[src/rtl/pipemdu.sv]
// rtl/pipemdu.sv - iterative multiply/divide unit owning HI/LO for the EXE stage
// Radix-2 shift-add multiply and restoring divide, one bit per cycle over WIDTH cycles.
module pipemdu #(
  parameter int WIDTH = 32
) (
  input  logic             clk,
  input  logic             rst,
  input  logic [WIDTH-1:0] ea,
  input  logic [WIDTH-1:0] eb,
  input  logic [2:0]       emdop,
  input  logic             ereadhl,
  output logic [WIDTH-1:0] hi,
  output logic [WIDTH-1:0] lo,
  output logic             busy,
  output logic             stall
);

  localparam int CW = $clog2(WIDTH);

  typedef enum logic [1:0] {IDLE, RUN, DONE} state_t;

  state_t             state_q, state_d;
  logic [CW-1:0]      count_q, count_d;
  logic               div_q, div_d;
  logic               sa_q, sa_d;
  logic               sb_q, sb_d;
  logic               dz_q, dz_d;
  logic [WIDTH-1:0]   mcand_q, mcand_d;
  logic [2*WIDTH-1:0] acc_q, acc_d;
  logic [WIDTH-1:0]   hi_q, hi_d;
  logic [WIDTH-1:0]   lo_q, lo_d;

  logic               op_signed, op_div, ea_neg, eb_neg;
  logic [WIDTH-1:0]   abs_a, abs_b;
  logic [WIDTH:0]     add_sum;
  logic [WIDTH+1:0]   trial;
  logic [2*WIDTH-1:0] prod_neg;

  assign hi = hi_q;
  assign lo = lo_q;

  always_comb begin
    state_d = state_q;
    count_d = count_q;
    div_d   = div_q;
    sa_d    = sa_q;
    sb_d    = sb_q;
    dz_d    = dz_q;
    mcand_d = mcand_q;
    acc_d   = acc_q;
    hi_d    = hi_q;
    lo_d    = lo_q;

    busy  = (state_q != IDLE);
    stall = busy & (ereadhl | ((emdop != 3'd0) && (emdop != 3'd7)));

    op_signed = (emdop == 3'd1) || (emdop == 3'd3);
    op_div    = (emdop == 3'd3) || (emdop == 3'd4);
    ea_neg    = op_signed & ea[WIDTH-1];
    eb_neg    = op_signed & eb[WIDTH-1];
    abs_a     = ea_neg ? -ea : ea;
    abs_b     = eb_neg ? -eb : eb;

    // Carry out of the accumulate becomes the bit shifted into the top.
    add_sum  = {1'b0, acc_q[2*WIDTH-1:WIDTH]} + ({1'b0, mcand_q} & {(WIDTH+1){acc_q[0]}});
    trial    = {1'b0, acc_q[2*WIDTH-1:WIDTH-1]} - {2'b00, mcand_q};
    prod_neg = -acc_q;

    case (state_q)
      IDLE: begin
        if (emdop inside {3'd1, 3'd2, 3'd3, 3'd4}) begin
          div_d   = op_div;
          sa_d    = ea_neg;
          sb_d    = eb_neg;
          dz_d    = op_div && (eb == '0);
          mcand_d = op_div ? abs_b : abs_a;
          acc_d   = {{WIDTH{1'b0}}, (op_div ? abs_a : abs_b)};
          count_d = '0;
          state_d = RUN;
        end else if (emdop == 3'd5) begin
          hi_d = ea;
        end else if (emdop == 3'd6) begin
          lo_d = ea;
        end
      end
      RUN: begin
        if (div_q) begin
          acc_d = trial[WIDTH+1] ? {acc_q[2*WIDTH-2:0], 1'b0}
                                 : {trial[WIDTH-1:0], acc_q[WIDTH-2:0], 1'b1};
        end else begin
          acc_d = {add_sum, acc_q[WIDTH-1:1]};
        end
        count_d = count_q + 1'b1;
        if (count_q == CW'(WIDTH - 1)) state_d = DONE;
      end
      DONE: begin
        state_d = IDLE;
        if (div_q) begin
          // Divide by zero leaves quotient all ones; remainder fixup restores original ea.
          lo_d = dz_q ? '1 : ((sa_q ^ sb_q) ? -acc_q[WIDTH-1:0] : acc_q[WIDTH-1:0]);
          hi_d = sa_q ? -acc_q[2*WIDTH-1:WIDTH] : acc_q[2*WIDTH-1:WIDTH];
        end else begin
          {hi_d, lo_d} = (sa_q ^ sb_q) ? prod_neg : acc_q;
        end
      end
      default: state_d = IDLE;
    endcase
  end

  always_ff @(posedge clk or posedge rst) begin
    if (rst) begin
      state_q <= IDLE;
      count_q <= '0;
      div_q   <= 1'b0;
      sa_q    <= 1'b0;
      sb_q    <= 1'b0;
      dz_q    <= 1'b0;
      mcand_q <= '0;
      acc_q   <= '0;
      hi_q    <= '0;
      lo_q    <= '0;
    end else begin
      state_q <= state_d;
      count_q <= count_d;
      div_q   <= div_d;
      sa_q    <= sa_d;
      sb_q    <= sb_d;
      dz_q    <= dz_d;
      mcand_q <= mcand_d;
      acc_q   <= acc_d;
      hi_q    <= hi_d;
      lo_q    <= lo_d;
    end
  end

endmodule
[config.mk]
export PLATFORM = sky130hd
export DESIGN_NAME = pipemdu
export DESIGN_NICKNAME = d
export VERILOG_FILES = /design/src/rtl/pipemdu.sv
export SDC_FILE = /design/constraint.sdc
export NUM_CORES = 1
export LEC_CHECK = 0
export BUFFER_PORTS_ARGS = -buffer_cell sky130_fd_sc_hd__buf_2
export CORE_MARGIN = 10
export CORE_UTILIZATION = 61
export DETAILED_ROUTE_END_ITERATION = 10
export GPL_ROUTABILITY_DRIVEN = 0
export GPL_TIMING_DRIVEN = 0
export MAX_ROUTING_LAYER = met4
export PLACE_DENSITY = 0.94
export SLEW_MARGIN = 20
export SYNTH_ARGS = -nofsm -noshare
export SYNTH_HDL_FRONTEND = slang
export SYNTH_SLANG_ARGS = --single-unit
[constraint.sdc]
create_clock -name clk -period 5.41 [get_ports clk]
set_input_delay 0.2705 -clock clk [delete_from_list [all_inputs] [get_ports clk]]
set_output_delay 0.2705 -clock clk [all_outputs]
set_load 0.01 [all_outputs]
# After elaboration in Yosys (flattened, before gate mapping)
# Cells that the tools add are included.
# W data, S select, Z words.
[word_totals]
reg_bits = 171
input_bits = 70
[op_classes]
n_reduce_logical = 16
n_bitwise = 6
mux = 26
eq_ne = 16
n_addsub = 8
[ops]
columns = ["op", "n"]
rows = [
  ["$mux W32", 14],
  ["$mux W64", 4],
  ["$neg A32 Y32", 4],
  ["$pmux W32 S2", 2],
  ["$pmux W64 S2", 1],
  ["$neg A64 Y64", 1],
  ["$sub A33 B32 Y34", 1],
  ["$add A32 B33 Y33", 1],
  ["$and A32 B33 Y33", 1],
  ["$logic_not A32 Y1", 1],
  ["$ne A2 B2 Y1 const B", 6],
  ["$pmux W5 S2", 1],
  ["$eq A3 B3 Y1 const B", 3],
  ["$eq A3 B2 Y1 const B", 2],
  ["$reduce_and A2 Y1", 3],
  ["$reduce_bool A2 Y1", 3],
  ["$add A5 B1 Y5 const B", 1],
  ["$eq A5 B5 Y1 const B", 1],
  ["$mux W5", 1],
  ["$mux W2", 2],
  ["$pmux W2 S2", 1],
  ["$reduce_and A4 Y1", 1],
  ["$reduce_bool A4 Y1", 1],
  ["$and A1 B1 Y1", 3],
  ["11 further kinds", 13],
]

# Logic depth before layout (Yosys ltp)
[logic_depth]
word_depth = 7
depth_mapped = 14
ltp_nobuf = 13

# Worst setup path after synthesis
# Ideal clock, no wire load.
[synth_timing]
path_kind = "reg2reg"
from = "register acc_q[0]"
to = "register acc_q[59]"
n_path_buf = 1
setup_ps = 134
required_ps = 5276
slack_ps = 2158
path_stages_with_launch = 14
period_less_slack_ps = 3252
arrival_ps = 3118
path_cell_list = "dfrtp_1 > inv_1 > clkbuf_1 > nor2_1 > ha_1 > a21o_1 > a21o_1 > a211o_1 > a221o_1 > a21o_1 > a41o_1 > a21o_1 > a2111oi_0 > nor3_1"
[synth_via]
elab_chain_len = 4
[synth_lines]
columns = ["element", "line", "rtl"]
rows = [
  ["from (decl)", "29", "logic [2*WIDTH-1:0] acc_q, acc_d;"],
  ["from (signal assigned)", "119", "acc_q <= '0;"],
  ["from (signal assigned)", "130", "acc_q <= acc_d;"],
  ["$and A32 B33 Y33", "65", "add_sum = {1'b0, acc_q[2*WIDTH-1:WIDTH]} + ({1'b0, mcand_q} & {(WIDTH+1){acc_q[0]}});"],
  ["$add A32 B33 Y33", "65", ""],
  ["$mux W64", "87", "if (div_q) begin"],
  ["$pmux W64 S2", "69", "case (state_q)"],
]
# No other way between the ends.
# A chain may end at the register's enable or synchronous reset.

# Worst setup path after layout
[layout_timing]
from = "register acc_q[44]"
to = "register acc_q[0]"
[layout_via]
elab_chain_len = 4
[layout_lines]
columns = ["element", "line", "rtl"]
rows = [
  ["$sub A33 B32 Y34", "66", "trial = {1'b0, acc_q[2*WIDTH-1:WIDTH-1]} - {2'b00, mcand_q};"],
  ["$mux W64", "88", "acc_d = trial[WIDTH+1] ? {acc_q[2*WIDTH-2:0], 1'b0}"],
  ["$mux W64", "87", ""],
  ["$pmux W64 S2", "69", ""],
]
# No other way between the ends.

==> metrics <==
status=complete, but fails checks; failing checks=DRC; Clock Path Buffers=2; P per Cell Area=798 nW/µm²; Synth Flop Type=dfrtp_1; syn nets=between 2k and 2.5k; WHS Endpoint=hi[5]; Max Clk Rate=0.228 GHz; syn_area_per_cell=roughly 7.7 µm²; critical path, cell by cell=ha_1 > buf_2 > and3_1 > and4_1 > a221oi_1 > a31oi_1 > o21a_1 > nor2_1 > buf_2 > buf_2 > nand2_1 > o211ai_1 > o21ai_0; Total Die Area=30400 µm²; Setup Buffers After CTS=0; fin crit period=4.38 ns; CP Capture Type=flip-flop; mux cell area share after synthesis=2.50%; Via-to-Cell Ratio=7.18; clock-pin transition on the worst setup and hold timing paths=0.08 ns; Reg2Reg Depth=13; 1st-iter DRT viols=3345; largest family of logic cells by synthesized area=compound AO/OA/AOI/OAI gates; Seq/Total Area, Yosys=29.4%; drt pass-1 iters=11; num rows=between 50 and 60; starting density of the core=just over 60%; final setup vio count=0; Top Ports=between 100 and 150; clock sinks=171; Crit Path Category=reg2reg; CP Max Fanout=10; Crit path arrival time=4.67 ns; CTS Hold Bufs=1; final wirelength=roughly 58 mm; Yosys top cell area share=29.4%; synth top area cells=dfrtp_1 (29%), ha_1 (6.0%), a21oi_1 (5.8%); GRT Util Overall=between 30% and 40%; die span in y=approximately 170 µm; Yosys Warn Count=0; slowest stage delay, CP=0.63 ns; largest net degree at the start of global routing=about 110; Overflow after GRT=0; Synth Area in XOR/XNOR=9.81%; Startpoint Class=flip-flop; Tcrit/Tclk final=80.9%; worst rel slew slack=approximately 27%; port bufs=around 130; Crit-path slowest cell=dfrtp_1; Final HPWL DP=42.6 mm; vias=around 17k; Seq cells post-synth=171; H-tree Lvls=4; vias in the first global route=16.0k; nets=2174; die width=174 µm; max cap viols=0; wire per inst=24.5 µm; WHS Path Cells=3; count leader, synth=nor2_1; Final Slew Violations=0; top cells by count, synth=nor2_1 (195), nand2_1 (193), dfrtp_1 (171); Antenna Nets Post-Route=0; Mapped Cells=1878; final hold violation count=0; Top cell by count, worst path=buf_2; Adder-Cell Fraction of Synth Area=6.29%; Peak supply drop=0.000344 V; CTS tree=yes; clock latency on the worst-skew pair=0.45 ns; worst clock skew=0.0107 ns; DRC errors left=26; Worst R2R End=acc_q[0]; Layout Cells excl Fill=2368; fraction of the mapped netlist area in simple logic gates=19.8%; worst reg2reg setup slack=between 1 and 1.5 ns; initial antenna violation count=4; synthesis-to-finish area growth=11.6%; ys async rst share=100%; static leakage=7.10 nW; WP depth=13; unrepaired setup endpoints after global routing=false; global-route wire length before repair=88.3 mm; Core ar.=around 23000 µm²; Top delay family on crit path=compound AO/OA/AOI/OAI gates; Worst Max-Slew Pin Slew=1.09 ns; post-cts repair resize count=0; Worst R2R Start=acc_q[44]; Mapped Area=between 10000 and 15000 µm²; Post-synth EDFFs=0; setup TNS=0 ns; Inst Count DP=2331; root buf cell=clkbuf_16; Unique masters post-synth=70; Synth Area in Compound Gates=a little over a quarter; largest area contributor in the synthesized netlist=dfrtp_1; total CTS buffers=17; layout cell share with drive strength beyond 1=under 10%; Buf/Inv on CP=3; Hold Startpoint=ea[5]; CP required=5.70 ns; worst min-delay path class=in2reg
through the flow:
step / cell area (µm²) / total power [mW] / worst slack (ns) / hold WS [ns] / utilization, %
after floorplan: 14600 / 8.60 / 0.508 / 0.397 / -
after global placement: 15600 / 10.7 / -1.20 / 0.457 / 66.5
after detailed placement: 15700 / 11.0 / 1.33 / 0.329 / 66.7
after CTS: 16200 / 12.4 / 1.28 / 0.171 / 69.1
after global routing: 16200 / 13.6 / 0.922 / 0.180 / 69.2
final: 16200 / 13.0 / 1.03 / 0.173 / 69.2
flip-flops by register name, summed over array words and instances (netlist names):
signal and flops:
mcand_q 32, dz_q 1, div_q 1, state_q 2, lo 32, count_q 5, sb_q 1, hi 32
acc_q 64, sa_q 1
cells in the final DEF, fill, tap and decap left out, types with 36 or more instances in the layout:
master    count
o21ai_0     169
buf_2       140
ha_1         70
inv_1        78
nor2_1      195
xnor2_1      81
nand2_1     193
nand3_1      36
xor2_1       82
clkbuf_1     90
dfrtp_1     171
o22ai_1      40
a21oi_1     170
nor3_1       51
power by group:
group          internal [mW]  switching (mW)  total, mW
Sequential              1.93           0.887       2.82
Combinational           3.36            5.54       8.90
Clock                  0.645           0.589       1.23
Total                   5.94            7.02       13.0
worst min-delay path: stages:
cell,delay [ns]
buf_2,0.16
nand2_1,0.07
a31oi_1,0.08
cell families after synthesis:
| group | Yosys count |
|---|---|
| adder cells (fa/ha/maj) | 72 |
| multiplexers | 36 |
| XOR/XNOR | 163 |
| flip-flops | 171 |
| buffers and inverters | 189 |
| AND/OR/NAND/NOR | 616 |
| AO/OA/AOI/OAI | 631 |
area by class of cell:
cell class              count  area (µm²)
multi-input cells        1518        9540
fillers                  1682        7230
flip-flops and latches    171        4280
repair buffers            135         703
plain buffers             110         437
clock buffers              18         429
well taps                 319         399
inverters                  79         304
clock inverters            14         139
diodes                      4        10.0
worst max-delay path by stage:
stage	endpoint	startpoint
floorplan	acc_q[0]	rst
global placement	acc_q[50]	rst
detailed placement	acc_q[59]	acc_q[0]
CTS	acc_q[59]	acc_q[0]
global route	acc_q[59]	acc_q[0]
finish	acc_q[0]	acc_q[44]
routing by layer:
metal | global-route usage (%) | up-vias | wire length [µm]
met3 | 17.3 | 532 | 10800
met1 | 41.5 | 7624 | 18700
li1 | - | 7137 | -
met2 | 53.2 | 1708 | 23300
met5 | - | - | 0
met4 | 25.0 | 0 | 5230
No activity file was read; power rests on OpenSTA's default activity.
